$ cat src/rtl/vga_timing_gen.sv
// vga_timing_gen
// Parametrised VGA/DVI raster timing generator with four built-in test
// patterns. A horizontal/vertical counter pair walks the raster; every
// output is decoded from the counters and registered, so all outputs
// describe the counter state of the previous cycle and stay aligned.
// Pixel coordinates and line/frame strobes are exported so downstream
// pixel sources can lock to the raster.
//
// Notes for integrators:
//  - The checker pattern uses hc[3]/vc[3], so H_TOTAL and V_TOTAL must
//    both be at least 16.
//  - H_BACK and V_BACK are expected to be non-zero so the sync pulse
//    ends inside the line/frame.
//  - Reset is asserted asynchronously. On release, one clock re-times the
//    release into run_q. The first output update follows on the next
//    clock, and frame_start is set there for the raster origin.
module vga_timing_gen #(
    parameter int H_VISIBLE = 800,
    parameter int H_FRONT   = 40,
    parameter int H_SYNC    = 128,
    parameter int H_BACK    = 88,
    parameter int V_VISIBLE = 600,
    parameter int V_FRONT   = 1,
    parameter int V_SYNC    = 4,
    parameter int V_BACK    = 23,
    parameter int HSYNC_POL = 1,
    parameter int VSYNC_POL = 1,
    parameter int BORDER    = 10,
    localparam int H_TOTAL  = H_VISIBLE + H_FRONT + H_SYNC + H_BACK,
    localparam int V_TOTAL  = V_VISIBLE + V_FRONT + V_SYNC + V_BACK,
    localparam int HW       = $clog2(H_TOTAL),
    localparam int VW       = $clog2(V_TOTAL)
) (
    input  logic          clk,
    input  logic          rst_n,
    input  logic [1:0]    mode,
    output logic [2:0]    red,
    output logic [2:0]    green,
    output logic [1:0]    blue,
    output logic          hsync,
    output logic          vsync,
    output logic          blank,
    output logic [HW-1:0] x,
    output logic [VW-1:0] y,
    output logic          line_start,
    output logic          frame_start
);

    // ------------------------------------------------------------------
    // Derived constants
    // ------------------------------------------------------------------
    localparam logic [HW-1:0] H_LAST   = HW'(H_TOTAL - 1);
    localparam logic [VW-1:0] V_LAST   = VW'(V_TOTAL - 1);
    localparam int            HS_START = H_VISIBLE + H_FRONT;
    localparam int            HS_END   = HS_START + H_SYNC;
    localparam int            VS_START = V_VISIBLE + V_FRONT;
    localparam int            VS_END   = VS_START + V_SYNC;
    // Colour bars are H_VISIBLE/8 pixels wide. Any pixels left over at the
    // right edge stay in the last bar.
    localparam int            BAR_W    = ((H_VISIBLE / 8) > 0) ? (H_VISIBLE / 8) : 1;
    localparam logic [HW-1:0] BAR_LAST = HW'(BAR_W - 1);
    localparam logic          HS_ACT   = (HSYNC_POL != 0) ? 1'b1 : 1'b0;
    localparam logic          VS_ACT   = (VSYNC_POL != 0) ? 1'b1 : 1'b0;

    // ------------------------------------------------------------------
    // State
    // ------------------------------------------------------------------
    logic          run_q;
    logic          run_d;
    logic [HW-1:0] hc_q;
    logic [HW-1:0] hc_d;
    logic [VW-1:0] vc_q;
    logic [VW-1:0] vc_d;
    logic [HW-1:0] bar_pix_q;
    logic [HW-1:0] bar_pix_d;
    logic [2:0]    bar_idx_q;
    logic [2:0]    bar_idx_d;
    logic [1:0]    mode_q;
    logic [1:0]    mode_d;

    // Registered outputs
    logic [2:0]    red_q;
    logic [2:0]    red_d;
    logic [2:0]    green_q;
    logic [2:0]    green_d;
    logic [1:0]    blue_q;
    logic [1:0]    blue_d;
    logic          hsync_q;
    logic          hsync_d;
    logic          vsync_q;
    logic          vsync_d;
    logic          blank_q;
    logic          blank_d;
    logic [HW-1:0] x_q;
    logic [HW-1:0] x_d;
    logic [VW-1:0] y_q;
    logic [VW-1:0] y_d;
    logic          line_start_q;
    logic          line_start_d;
    logic          frame_start_q;
    logic          frame_start_d;

    // ------------------------------------------------------------------
    // Decode signals
    // ------------------------------------------------------------------
    logic          frame_top_s;
    logic          line_top_s;
    logic [1:0]    mode_eff_s;
    logic          blank_s;
    logic          hsync_on_s;
    logic          vsync_on_s;
    logic          border_s;
    logic [2:0]    bar_col_s;
    logic [2:0]    pix_r_s;
    logic [2:0]    pix_g_s;
    logic [1:0]    pix_b_s;

    // Re-time the reset release: the raster starts one clock after rst_n rises.
    always_ff @(posedge clk or negedge rst_n) begin
        if (!rst_n) begin
            run_q <= 1'b0;
        end else begin
            run_q <= run_d;
        end
    end

    // run_d becomes 1 after reset and stays 1.
    always_comb begin
        run_d = 1'b1;
    end

    // Raster counters, bar tracker and frame-latched pattern select.
    always_ff @(posedge clk or negedge rst_n) begin
        if (!rst_n) begin
            hc_q      <= '0;
            vc_q      <= '0;
            bar_pix_q <= '0;
            bar_idx_q <= 3'd0;
            mode_q    <= 2'd0;
        end else begin
            hc_q      <= hc_d;
            vc_q      <= vc_d;
            bar_pix_q <= bar_pix_d;
            bar_idx_q <= bar_idx_d;
            mode_q    <= mode_d;
        end
    end

    // Advance hc/vc and the incremental bar position. Sample mode at the
    // raster origin only, so the pattern never changes mid-frame.
    always_comb begin
        hc_d      = hc_q;
        vc_d      = vc_q;
        bar_pix_d = bar_pix_q;
        bar_idx_d = bar_idx_q;
        mode_d    = mode_q;
        if (run_q) begin
            if (hc_q == H_LAST) begin
                hc_d      = '0;
                bar_pix_d = '0;
                bar_idx_d = 3'd0;
                if (vc_q == V_LAST) begin
                    vc_d = '0;
                end else begin
                    vc_d = vc_q + VW'(1);
                end
            end else begin
                hc_d = hc_q + HW'(1);
                if (bar_pix_q == BAR_LAST) begin
                    bar_pix_d = '0;
                    if (bar_idx_q == 3'd7) begin
                        bar_idx_d = 3'd7;
                    end else begin
                        bar_idx_d = bar_idx_q + 3'd1;
                    end
                end else begin
                    bar_pix_d = bar_pix_q + HW'(1);
                    bar_idx_d = bar_idx_q;
                end
            end
            if (frame_top_s) begin
                mode_d = mode;
            end else begin
                mode_d = mode_q;
            end
        end else begin
            hc_d = hc_q;
            vc_d = vc_q;
        end
    end

    // Decode sync, blanking and the pattern colour for the current hc/vc.
    always_comb begin
        line_top_s  = (hc_q == '0);
        frame_top_s = (hc_q == '0) && (vc_q == '0);
        // At the raster origin the incoming mode applies immediately, so
        // the first pixel of a frame already uses the new pattern.
        mode_eff_s  = frame_top_s ? mode : mode_q;
        blank_s     = (int'(hc_q) >= H_VISIBLE) || (int'(vc_q) >= V_VISIBLE);
        hsync_on_s  = (int'(hc_q) >= HS_START) && (int'(hc_q) < HS_END);
        vsync_on_s  = (int'(vc_q) >= VS_START) && (int'(vc_q) < VS_END);
        border_s    = (int'(hc_q) < BORDER) || (int'(hc_q) >= (H_VISIBLE - BORDER)) ||
                      (int'(vc_q) < BORDER) || (int'(vc_q) >= (V_VISIBLE - BORDER));
        // Bar 0 (left) is white and bar 7 (right) is black.
        bar_col_s   = ~bar_idx_q;
        pix_r_s     = 3'b000;
        pix_g_s     = 3'b000;
        pix_b_s     = 2'b00;
        if (blank_s) begin
            pix_r_s = 3'b000;
            pix_g_s = 3'b000;
            pix_b_s = 2'b00;
        end else begin
            case (mode_eff_s)
                2'd0: begin
                    if (border_s) begin
                        pix_b_s = 2'b11;
                    end else begin
                        pix_b_s = 2'b00;
                    end
                end
                2'd1: begin
                    pix_r_s = {3{bar_col_s[2]}};
                    pix_g_s = {3{bar_col_s[1]}};
                    pix_b_s = {2{bar_col_s[0]}};
                end
                2'd2: begin
                    if (hc_q[3] ^ vc_q[3]) begin
                        pix_r_s = 3'b111;
                        pix_g_s = 3'b111;
                        pix_b_s = 2'b11;
                    end else begin
                        pix_r_s = 3'b000;
                        pix_g_s = 3'b000;
                        pix_b_s = 2'b00;
                    end
                end
                2'd3: begin
                    pix_r_s = 3'b111;
                    pix_g_s = 3'b111;
                    pix_b_s = 2'b11;
                end
                default: begin
                    pix_r_s = 3'b000;
                    pix_g_s = 3'b000;
                    pix_b_s = 2'b00;
                end
            endcase
        end
    end

    // Next output values. The outputs hold idle levels until the raster runs.
    always_comb begin
        red_d         = 3'b000;
        green_d       = 3'b000;
        blue_d        = 2'b00;
        hsync_d       = ~HS_ACT;
        vsync_d       = ~VS_ACT;
        blank_d       = 1'b1;
        x_d           = '0;
        y_d           = '0;
        line_start_d  = 1'b0;
        frame_start_d = 1'b0;
        if (run_q) begin
            red_d         = pix_r_s;
            green_d       = pix_g_s;
            blue_d        = pix_b_s;
            hsync_d       = hsync_on_s ? HS_ACT : ~HS_ACT;
            vsync_d       = vsync_on_s ? VS_ACT : ~VS_ACT;
            blank_d       = blank_s;
            x_d           = hc_q;
            y_d           = vc_q;
            line_start_d  = line_top_s;
            frame_start_d = frame_top_s;
        end else begin
            hsync_d = ~HS_ACT;
            vsync_d = ~VS_ACT;
            blank_d = 1'b1;
        end
    end

    // Output registers. Reset drives sync inactive, blanks the output and
    // clears colour, coordinates and strobes.
    always_ff @(posedge clk or negedge rst_n) begin
        if (!rst_n) begin
            red_q         <= 3'b000;
            green_q       <= 3'b000;
            blue_q        <= 2'b00;
            hsync_q       <= ~HS_ACT;
            vsync_q       <= ~VS_ACT;
            blank_q       <= 1'b1;
            x_q           <= '0;
            y_q           <= '0;
            line_start_q  <= 1'b0;
            frame_start_q <= 1'b0;
        end else begin
            red_q         <= red_d;
            green_q       <= green_d;
            blue_q        <= blue_d;
            hsync_q       <= hsync_d;
            vsync_q       <= vsync_d;
            blank_q       <= blank_d;
            x_q           <= x_d;
            y_q           <= y_d;
            line_start_q  <= line_start_d;
            frame_start_q <= frame_start_d;
        end
    end

    assign red         = red_q;
    assign green       = green_q;
    assign blue        = blue_q;
    assign hsync       = hsync_q;
    assign vsync       = vsync_q;
    assign blank       = blank_q;
    assign x           = x_q;
    assign y           = y_q;
    assign line_start  = line_start_q;
    assign frame_start = frame_start_q;

endmodule

$ cat config.mk
export PLATFORM = sky130hd
export DESIGN_NAME = vga_timing_gen
export DESIGN_NICKNAME = d
export VERILOG_FILES = /design/src/rtl/vga_timing_gen.sv
export SDC_FILE = /design/constraint.sdc
export NUM_CORES = 1
export LEC_CHECK = 0
export BUFFER_PORTS_ARGS = -buffer_cell sky130_fd_sc_hd__buf_4
export CORE_MARGIN = 3
export CORE_UTILIZATION = 50
export DETAILED_ROUTE_END_ITERATION = 6
export PLACE_DENSITY = 0.7
export RECOVER_POWER = 50
export SETUP_SLACK_MARGIN = 0.4
export SLEW_MARGIN = 20
export SYNTH_ARGS = -nofsm -noshare
export SYNTH_HDL_FRONTEND = slang
export SYNTH_SLANG_ARGS = --single-unit
$ cat constraint.sdc
create_clock -name clk -period 3.85 [get_ports clk]
set_clock_uncertainty 0.05 [all_clocks]
set_input_delay 0.1925 -clock clk [delete_from_list [all_inputs] [get_ports clk]]
set_output_delay 0.1925 -clock clk [all_outputs]
set_load 0.05 [all_outputs]
==> After elaboration in Yosys (flattened, before gate mapping) <==
Index checks and enable logic that the tools add are counted.
{ "classes": {"n_eq_ne": 7, "addsub": 4, "order_cmp": 10, "bitwise_logic": 2, "mux": 29, "n_reduce_logical": 13} }
{ "op_table": {"columns": ["operator", "n"], "rows": [
  ["11-bit 2-to-1 mux", 4],
  ["11-bit by 10-bit greater-or-equal comparator with 1-bit output (second input constant)", 3],
  ["10-bit greater-or-equal comparator (second input constant)", 3],
  ["3-bit 2-to-1 mux", 8],
  ["11-bit by 1-bit adder with 11-bit output (second input constant)", 2],
  ["10-bit 2-to-1 mux", 2],
  ["3-bit case mux with 3 select lines", 2],
  ["11-bit == test (second input constant)", 1],
  ["11-bit by 7-bit == test with 1-bit output (second input constant)", 1],
  ["11-bit logical NOT", 1],
  ["11-bit by 10-bit < comparator with 1-bit output (second input constant)", 1],
  ["11-bit by 4-bit < comparator with 1-bit output (second input constant)", 1],
  ["10-bit by 1-bit adder with 10-bit output (second input constant)", 1],
  ["10-bit == test (second input constant)", 1],
  ["10-bit logical NOT", 1],
  ["10-bit < comparator (second input constant)", 1],
  ["10-bit by 4-bit < comparator with 1-bit output (second input constant)", 1],
  ["2-bit 2-to-1 mux", 5],
  ["2-bit case mux with 4 select lines", 1],
  ["1-bit 2-to-1 mux", 7],
  ["2-bit == test (second input constant)", 2],
  ["1-bit logical OR", 4],
  ["2-bit AND reduction", 2],
  ["3-bit by 1-bit adder with 3-bit output (second input constant)", 1],
  ["other kinds (7)", 9]
]} }
{ "word_totals": {"input_bits": 4, "word_cells": 81, "register_bits": 72} }

==> Depth between registers and ports, before layout <==
Gate-level depths: netlist of the first run.
{ "logic_depth": {"depth_word": 8, "depth_mapped": 7, "mapped_depth_nobuf": 7} }

==> Least setup slack after synthesis of the first run <==
OpenSTA, ideal clock, no wires.
{ "synth_path": {"path_kind": "flip-flop to flip-flop", "start": "reg vc_q[0]", "end": "reg vc_q[4]", "n_path_buf": 0, "t_arrival_ns": 1.753, "period_less_slack_ns": 1.935, "setup_ns": 0.132, "path_stages_with_launch": 7, "t_required_ns": 3.668, "path_slack_ns": 1.915, "cell_sequence": "dfrtp_1 -> ha_1 -> or3b_1 -> nor3_1 -> a31oi_1 -> o21ai_1 -> o31ai_1"} }
{ "synth_via": {"elab_chain_cells": 2, "word_cells_on_any_way": 3, "cone_classes": "1 x add/sub; 1 x eq/ne; 1 x mux"} }
{ "synth_rtl": {"columns": ["item", "line_no", "rtl"], "rows": [
  ["from (decl)", "72", "logic [VW-1:0] vc_q;"],
  ["from (signal assigned)", "142", "vc_q <= vc_d;"],
  ["10-bit by 1-bit adder with 10-bit output / 10-bit == test (equally long branches)", "165, 162", null],
  ["10-bit 2-to-1 mux (*)", "162", "if (vc_q == V_LAST) begin"]
]} }
Every way passes the cells marked *; elsewhere a longest branch is shown, timed or not.
A chain may end at the register's enable or synchronous reset.

==> qor.csv, run 1 <==
metric,value,unit
status,"finished, violations left",
failing checks,"capacitance limit, slew limit",
"area leader, netlist",dfrtp_1,
gpl congestion,0.837,
DRC violation count after routing,0,
CTS tree,built,
dpl ws,1.55,ns
sequential fraction of the synthesis area,51.9,%
maximum clock insertion buffer count,2,
Placement Rows,28,
Clock Sinks,67,
Area Growth Syn to Fin,10.9,%
TritonCTS buffer count,9,
Slew Limit Fails,113,
DR pass1 iterations,4,
Worst EP required,4.01,ns
count of input and output buffers,37,
io pins,38,
Starting Density,53.0,%
internal power,0.00135,W
clock group share of total power,30.7,%
post-CTS setup buffers,0,
Multi-input gate area,1390,um^2
Yosys top cell area share,51.1,%
Clock Latency Late Sink,0.34,ns
RSZ-0062 raised after global routing,no,
top post-synthesis cells by area,"dfrtp_1 (51%), and2_1 (4.5%), ha_1 (3.1%)",
worst min path class,in -> reg,
Max Fanout on Critical Path,44,
final worst slack,1.24,ns
WL/cell,15.2,um
Vias,2321,
crit-path cells,"clkbuf_1, nand2b_1, or2_1, o41ai_1",
fin crit period,2.61,ns
vias in the first global route,2162,
"Clk pin slew, worst setup/hold paths",0.07,ns
P_sw,0.000744,W
placed wire-length estimate,4180,um
final-layout fill cell count,551,
Pwr Total,0.00209,W
Final Cycle Share,67.9,%
sequential power share,44.2,%
clock root buffer,clkbuf_8,
initial antenna violation count,0,
kind of critical path,reg -> reg,
largest stage delay on the critical path,1.14,ns
ys flop type,dfrtp_1,
Vias/cell,5.55,
Routed WL,6360,um
synthesized area per cell,10.3,um^2
Comb power frac,25.0,%
Final setup viols,0,
Post-synth EDFFs,0,
Seq cells post-synth,67,
final hold vios,0,
sw frac,35.6,%
Die ar.,7460,um^2
Yosys warning total,0,
slowest cell on the critical path,clkbuf_1,
Seq. cell area,1680,um^2
Nets,352,
area of the mapped netlist,3230,um^2
Core ar.,6100,um^2
layout cells sized above 1,7.58,%
Antenna Nets Post-Route,0,
hold_buf cts,1,
CP arrival,2.78,ns
Syn Inst Count,314,
drt initial violations,220,
Worst VDD drop,0.000384,V
Overflow after GRT,0,
distinct cell type count after synthesis,57,
Register-to-Register Setup Slack,1.24,ns
Critical Path End Type,flop,
post-synthesis async set-or-reset flop share,100,%
CTS H-Tree Depth,3,
Pwr Density,584,nW/um^2
TNS Setup,0,ns
Slew @ Worst Pin,1.63,ns
Placed Area,3490,um^2
maximum number of pins on one net before global-route repair,68,
chip height,86.4,um
first-pass GRT wire length,10800,um
global-route usage over all layers,18.8,%
Die Width,86.4,um
synthesized net count,326,
design area,3580,um^2
CTS resizes,0,
# diodes,0,
Leak Pwr,1.59,nW
CP startpoint kind,flop,
maximum clock rate,382,MHz
max cap viols,2,
Slew headroom,-8.66,%
## path summary, 6_finish.rpt
check	start	to	depth (start not counted)
setup / recovery	run_q	bar_pix_q[8]	4
hold / removal	mode[0]	mode_q[0]	2
setup reg to reg	run_q	bar_pix_q[8]	4
hold reg to reg	bar_pix_q[0]	bar_pix_q[0]	1
max in group asynchronous	rst_n	x[1]	2
min in group asynchronous	rst_n	bar_pix_q[8]	2
## metrics by stage
stage	utilization [%]	hold WS, ns	cells
2_1_floorplan	-	-0.153	314
6_report	58.8	0.0498	418
3_5_place_dp	57.2	0.302	403
5_1_grt	58.8	0.0442	418
3_3_place_gp	57.2	0.290	403
4_1_cts	60.9	0.0313	418
## flip-flops by register name (all words and copies together), names as in the netlist
| signal | count |
|---|---|
| hsync | 1 |
| bar_idx_q | 3 |
| bar_pix_q | 11 |
| y | 10 |
| vc_q | 10 |
| frame_start | 1 |
| blue | 1 |
| line_start | 1 |
| green | 1 |
| x | 11 |
| vsync | 1 |
| red | 1 |
| mode_q | 2 |
| hc_q | 11 |
| blank | 1 |
| run_q | 1 |
## Yosys cell counts (all sizes together) (2+ instances only)
library cell,count
xor2,10
nand4,14
nor4,3
o211ai,2
xnor2,11
buf,11
o21ai,15
nand2,21
nand2b,3
nor2,26
inv,12
nand3,10
or4,2
a2111oi,2
and3,5
mux2,2
clkbuf,13
o22ai,4
and4,2
nor4b,2
o21a,3
o41ai,2
ha,8
a31oi,2
and2,23
dfrtp,66
mux2i,3
a21oi,9
nor3,7
o31ai,4
## routing by layer
layer  part of all wire, %  up-vias  track usage [%]
li1                      -     1141                -
met1                    49     1116             27.2
met2                    44       52             26.6
met3                   5.3       12             4.85
met4                   2.0        0             8.50
met5                     0        -                0
## power groups by stage
stage | logic [W] | clock network, W | registers, W
2_1_floorplan | 0.000406 | 0 | 0.000979
3_3_place_gp | 0.000568 | 0 | 0.000932
3_5_place_dp | 0.000574 | 0 | 0.000935
4_1_cts | 0.000579 | 0.000660 | 0.000926
5_1_grt | 0.000570 | 0.000688 | 0.000945
6_report | 0.000524 | 0.000643 | 0.000926
## cells in the final DEF (no fill, tap or decap), types with 3 or more instances in the layout
| cell | n |
|---|---|
| clkbuf_1 | 35 |
| and2_0 | 18 |
| mux2i_1 | 3 |
| a21oi_1 | 8 |
| nor4_1 | 3 |
| and2_1 | 5 |
| o22ai_1 | 4 |
| buf_4 | 3 |
| xnor2_1 | 11 |
| clkbuf_8 | 11 |
| and3_1 | 5 |
| o21ai_0 | 5 |
| nor2_1 | 25 |
| inv_1 | 12 |
| o21a_1 | 3 |
| ha_1 | 8 |
| nand2b_1 | 3 |
| dfrtp_1 | 66 |
| nand3_1 | 10 |
| o21ai_1 | 10 |
| nand2_1 | 21 |
| o31ai_1 | 4 |
| nand4_1 | 14 |
| nor3_1 | 5 |
| xor2_1 | 10 |
## layout make-up
type,instances,share of cell area [%]
clock buffers,12,4.33
clock inverters,2,1.68
inverters,12,1.26
multi-input cells,211,38.7
flip-flops and latches,67,46.8
well taps,75,2.62
repair buffers,39,4.61
## worst max-delay path: cells and delay by family (launching register included)
kind | cells | cell delay [ns]
AND/OR/NAND/NOR | 2 | 0.60
buffers and inverters | 1 | 1.14
AO/OA/AOI/OAI | 1 | 0.33
flip-flops | 1 | 0.36
## kinds of logic after synthesis
group | share of synthesized area [%]
muxes | 1.63
AOI/OAI and AO/OA | 10.1
adders and majority gates | 3.10
xor gates and xnor gates | 5.69
buffers and inverters | 5.15
and+or+nand+nor | 22.3
DFF | 51.9
other | 0.116
Power figures use the tool's default switching activity.
==> inputs of run 2 (changes only) <==
- ABC_AREA: unset -> 1
- PLACE_DENSITY: 0.7 -> 0.72
- clock period: 3.85 -> 2.2 ns (I/O delays scaled with it)
==> qor.csv, run 2 <==
metric,value,unit
status,finished clean,
Met2 Wirelength,3250,um
WL/cell,12.5,um
Die Width,89.6,um
Vias,2724,
"most common cell after layout, fill and taps aside",nand2_1,
top post-synthesis cells by area,"dfrtp_1 (47%), nand2_1 (9.1%), inv_1 (7.4%)",
maximum clock insertion buffer count,2,
Vias/cell,4.90,
DR pass1 iterations,4,
placed wire-length estimate,5060,um
maximum clock rate,582,MHz
Routed WL,6980,um
Slew Limit Fails,0,
Slew @ Worst Pin,0.810,ns
io pins,38,
Die ar.,8020,um^2
Max Fanout on Critical Path,6,
fin crit period,1.72,ns
DRC violation count after routing,0,
worst min path class,in -> reg,
final-layout fill cell count,601,
first-pass GRT wire length,11700,um
Multi-input gate area,1460,um^2
Seq. cell area,1690,um^2
count of input and output buffers,37,
simple-gate share of the synthesized area,27.5,%
top-count cell post-synth,nand2_1,
distinct cell type count after synthesis,46,
# diodes,0,
maximum number of pins on one net before global-route repair,68,
most frequent cells in the layout,"nand2_1 (84), inv_1 (66), dfrtp_1 (60), clkbuf_1 (34), nor2_1 (29)",
Overflow after GRT,0,
chip height,89.6,um
Worst EP required,2.39,ns
Seq cells post-synth,67,
CP arrival,1.91,ns
Synth Area in Compound Gates,7.13,%
Core ar.,6570,um^2
Post-synth EDFFs,0,
"delay-heaviest family, CP",simple AND/OR/NAND/NOR gates,
sequential fraction of the synthesis area,48.1,%
met3 WL post-DR,372,um
"top cells by count, synth","nand2_1 (85), inv_1 (69), dfrtp_1 (66), nor2_1 (29), nand3_1 (21)",
global-route usage over all layers,19.3,%
Adder-Cell Fraction of Synth Area,2.87,%
post-synthesis async set-or-reset flop share,100,%
"Clk pin slew, worst setup/hold paths",0.07,ns
slowest cell on the critical path,dfrtp_1,
worst reg2reg path depth,6,
Synth Area in XOR/XNOR,3.26,%
vias in the first global route,2538,
Leak Pwr,2.15,nW
TritonCTS buffer count,9,
gpl congestion,0.875,
post-synthesis mux area share,0.323,%
crit-path cells,"nor2_4, nand2_1, inv_1, nand4_1, or2_4, and3_1",
CTS H-Tree Depth,3,
metal1 wirelength,3260,um
initial antenna violation count,0,
Crit path buffers/inverters,1,
Nets,470,
largest stage delay on the critical path,0.49,ns
Starting Density,53.2,%
Final Cycle Share,78.0,%
CTS tree,built,
clock root buffer,clkbuf_8,
Critical Path Stages,6,
Critical Path End Type,flop,
Clock Sinks,67,
synthesized area per cell,8.45,um^2
top routing layer in use,met4,
drt initial violations,190,
Yosys top cell area share,47.3,%
Final setup viols,0,
Antenna Nets Post-Route,0,
Syn Inst Count,413,
Yosys warning total,0,
ys flop type,dfrtp_1,
area of the mapped netlist,3490,um^2
max cap viols,0,
largest family of logic cells by synthesized area,simple AND/OR/NAND/NOR gates,
final hold vios,0,
CP startpoint kind,flop,
TNS Setup,0,ns
Worst VDD drop,0.000480,V
Clock Latency Late Sink,0.35,ns
Slew headroom,46.0,%
layout cells sized above 1,17.1,%
Pwr Density,953,nW/um^2
RSZ-0062 raised after global routing,yes,
"area leader, netlist",dfrtp_1,
final core utilization,61.5,%
Placement Rows,29,
synthesized net count,425,
Area Growth Syn to Fin,15.7,%
Worst Hold Depth,5,
kind of critical path,reg -> reg,
[run 2: changes by cell type in the layout (fill, tap and decap cells not counted), sizes merged, moves of 9 or more]
cell,change
inv,+63
nor2,+17
buf,+9
nand2,+70
and2,-22
nand3,+14
xnor2,-9
[run 2: repair_timing]
item                                   in CTS  in global routing
pin swaps                                   0                  4
buffers inserted                            0                  7
hold buffers                                1                  0
endpoints found under the hold margin      66                  0
gates resized for setup                     1                 14
setup endpoints to repair                   2                 20
[run 2: final cells by class]
type | instances | share of cell area [%]
tap | 93 | 2.88
inverter | 77 | 7.25
clock inverter | 7 | 2.88
timing repair buffer | 47 | 5.95
sequential | 67 | 41.7
clock buffer | 9 | 3.07
multi-input combinational | 256 | 36.2
[run 2: layer usage]
metal	global-route usage, %	vias to the layer above
met5	0	-
met4	7.85	0
met2	30.1	59
met1	25.4	1266
met3	5.25	7
li1	-	1392
[run 2: worst paths after layout]
path / start / slack (ns) / to
max in group asynchronous: rst_n / 1.18 / vc_q[3]
setup reg to reg: vc_q[8] / 0.48 / vc_q[5]
min in group asynchronous: rst_n / 0.34 / x[0]
hold / removal: mode[1] / 0.14 / green[1]
hold reg to reg: bar_pix_q[0] / 0.46 / bar_pix_q[0]
setup / recovery: vc_q[8] / 0.48 / vc_q[5]
[run 2: power breakdown]
| part | internal, W | switching, W | total (W) | leakage (nW) |
|---|---|---|---|---|
| sequential | 0.00140 | 0.000181 | 0.00158 | 0.887 |
| clock | 0.000750 | 0.000476 | 0.00123 | 0.119 |
| combinational | 0.000283 | 0.000761 | 0.00104 | 1.14 |
| total | 0.00243 | 0.00142 | 0.00385 | 2.15 |
[run 2: per-stage QoR]
step	instances	instance area [um^2]	hold slack [ns]	power, W	worst slack [ns]
2_1_floorplan	413	3490	-0.236	0.00246	0.589
3_3_place_gp	532	3830	0.205	0.00268	0.406
3_5_place_dp	532	3830	0.216	0.00270	0.392
4_1_cts	549	4080	0.162	0.00392	0.403
5_1_grt	556	4040	0.160	0.00408	0.372
6_report	556	4040	0.141	0.00385	0.483
[run 2: tightest hold or removal path, stage by stage]
cell     delay [ns]
buf_4          0.12
nand4_1        0.07
nand2_1        0.06
nand2_2        0.09
a21oi_2        0.05
[run 2: logic make-up after synthesis]
| logic type | after synthesis |
|---|---|
| AND/OR/NAND/NOR | 191 |
| buffers and inverters | 90 |
| flip-flops | 67 |
| AO/OA/AOI/OAI | 42 |
| XOR/XNOR | 13 |
| adder cells (fa/ha/maj) | 8 |
| other | 1 |
| multiplexers | 1 |
==> inputs of run 3 (changes only) <==
- ABC_AREA: 1 -> 0
- PLACE_DENSITY: 0.72 -> 0.73
- clock period: 2.2 -> 1.5 ns (I/O delays scaled with it)
==> qor.csv, run 3 (synthesis results as in run 1) <==
metric,value,unit
status,"finished, violations left",
failing checks,setup timing,
vias in the first global route,3108,
chip height,86.4,um
Slew Limit Fails,0,
Die Width,86.4,um
io pins,38,
count of input and output buffers,37,
Final Cycle Share,137,%
CP arrival,2.24,ns
most frequent cells in the layout,"buf_4 (96), dfrtp_1 (62), buf_6 (40), nand2_1 (19), nand4_1 (14)",
maximum clock rate,486,MHz
Die ar.,7460,um^2
final worst slack,-0.557,ns
CTS tree,built,
Slew headroom,58.9,%
DR pass1 iterations,5,
final hold vios,0,
Placement Rows,28,
maximum number of pins on one net before global-route repair,34,
RSZ-0062 raised after global routing,yes,
Starting Density,53.0,%
"Clk pin slew, worst setup/hold paths",0.09,ns
Pwr Density,1370,nW/um^2
TNS Setup,-14.22,ns
kind of critical path,reg -> reg,
initial antenna violation count,0,
placed wire-length estimate,5420,um
Clock Sinks,67,
max cap viols,0,
DRC violation count after routing,0,
global-route usage over all layers,27.8,%
CP startpoint kind,flop,
Area Growth Syn to Fin,60.6,%
Critical Path End Type,flop,
TritonCTS buffer count,9,
Overflow after GRT,0,
worst min path class,in -> reg,
Clock Latency Late Sink,0.37,ns
WL/cell,22.3,um
Worst VDD drop,0.00131,V
clock root buffer,clkbuf_8,
Max Fanout on Critical Path,5,
Core ar.,6100,um^2
fin crit period,2.06,ns
Nets,461,
Antenna Nets Post-Route,0,
worst hold slack,0.113,ns
maximum clock insertion buffer count,2,
first-pass GRT wire length,15700,um
# diodes,0,
Worst EP required,1.68,ns
Final setup viols,42,
Vias/cell,6.19,
placed cells,471,
Routed WL,11800,um
layout cells sized above 1,54.4,%
"most common cell after layout, fill and taps aside",buf_4,
drt initial violations,303,
Slew @ Worst Pin,0.616,ns
Final Non-Filler Cells,529,
gpl congestion,0.848,
Vias,3274,
CTS H-Tree Depth,3,
Leak Pwr,2.45,nW
[run 3: cell types whose count changed in the layout (fill, tap and decap cells not counted), moves of 13 or more]
cell / before / now
buf_6: 0 / 40
nand2_1: 84 / 19
inv_1: 66 / 7
nor2_1: 29 / 11
buf_4: 11 / 96
o21ai_0: 16 / 3
clkbuf_1: 34 / 2
nand3_1: 21 / 7
[run 3: layout make-up]
class                   instances  area (um^2)
fillers                       293          907
clock buffers                  12          155
inverters                      12         45.0
well taps                      75         93.8
repair buffers                148         1330
multi-input cells             211         1810
flip-flops and latches         67         1680
clock inverters                 4         72.6
[run 3: stage by stage]
stage          util, %  setup WS, ns  power, W  instance area, um^2
2_1_floorplan        -        -0.339   0.00362                 3360
3_5_place_dp      66.9        -0.350   0.00429                 4080
4_1_cts           79.1        -0.338   0.00641                 4820
6_report          85.1        -0.557   0.00713                 5190
5_1_grt           85.1        -0.586   0.00736                 5190
3_3_place_gp      66.9        -0.296   0.00424                 4080
[run 3: power breakdown]
group / switching (W) / internal, W / total [W]
logic: 0.00164 / 0.00140 / 0.00303
registers: 0.000261 / 0.00205 / 0.00231
clock network: 0.000756 / 0.00103 / 0.00178
[run 3: worst max-delay path, stage by stage (launching register included)]
cell	delay, ns
dfrtp_2	0.47
or4b_4	0.50
o211ai_1	0.29
nand4_1	0.15
nor4bb_1	0.32
o22ai_1	0.13
[run 3: layer usage]
layer	part of all wire (%)	vias up	track usage, %	wire [um]
li1	-	1372	-	-
met1	38	1600	34.3	4450
met2	49	235	43.9	5760
met3	8.1	67	5.42	953
met4	5.5	0	18.8	650
met5	0	-	0	0
[run 3: worst paths after layout]
kind	slack, ns	cells past startpoint	start	end
max in group asynchronous	0.23	3	rst_n	run_q
max reg2reg	-0.56	5	hc_q[3]	blue[0]
min reg2reg	0.55	2	bar_pix_q[8]	bar_pix_q[8]
max	-0.56	5	hc_q[3]	blue[0]
min	0.11	4	mode[1]	blue[0]
min in group asynchronous	0.18	2	rst_n	y[0]
[run 3: timing repair]
| action | in CTS | in global routing |
|---|---|---|
| pin swaps | 27 | 36 |
| hold endpoints to repair | 69 | 0 |
| setup buffers | 18 | 19 |
| gates cloned | 2 | 0 |
| hold buffers | 3 | 0 |
| setup endpoints to repair | 63 | 63 |
| resized for setup | 74 | 66 |
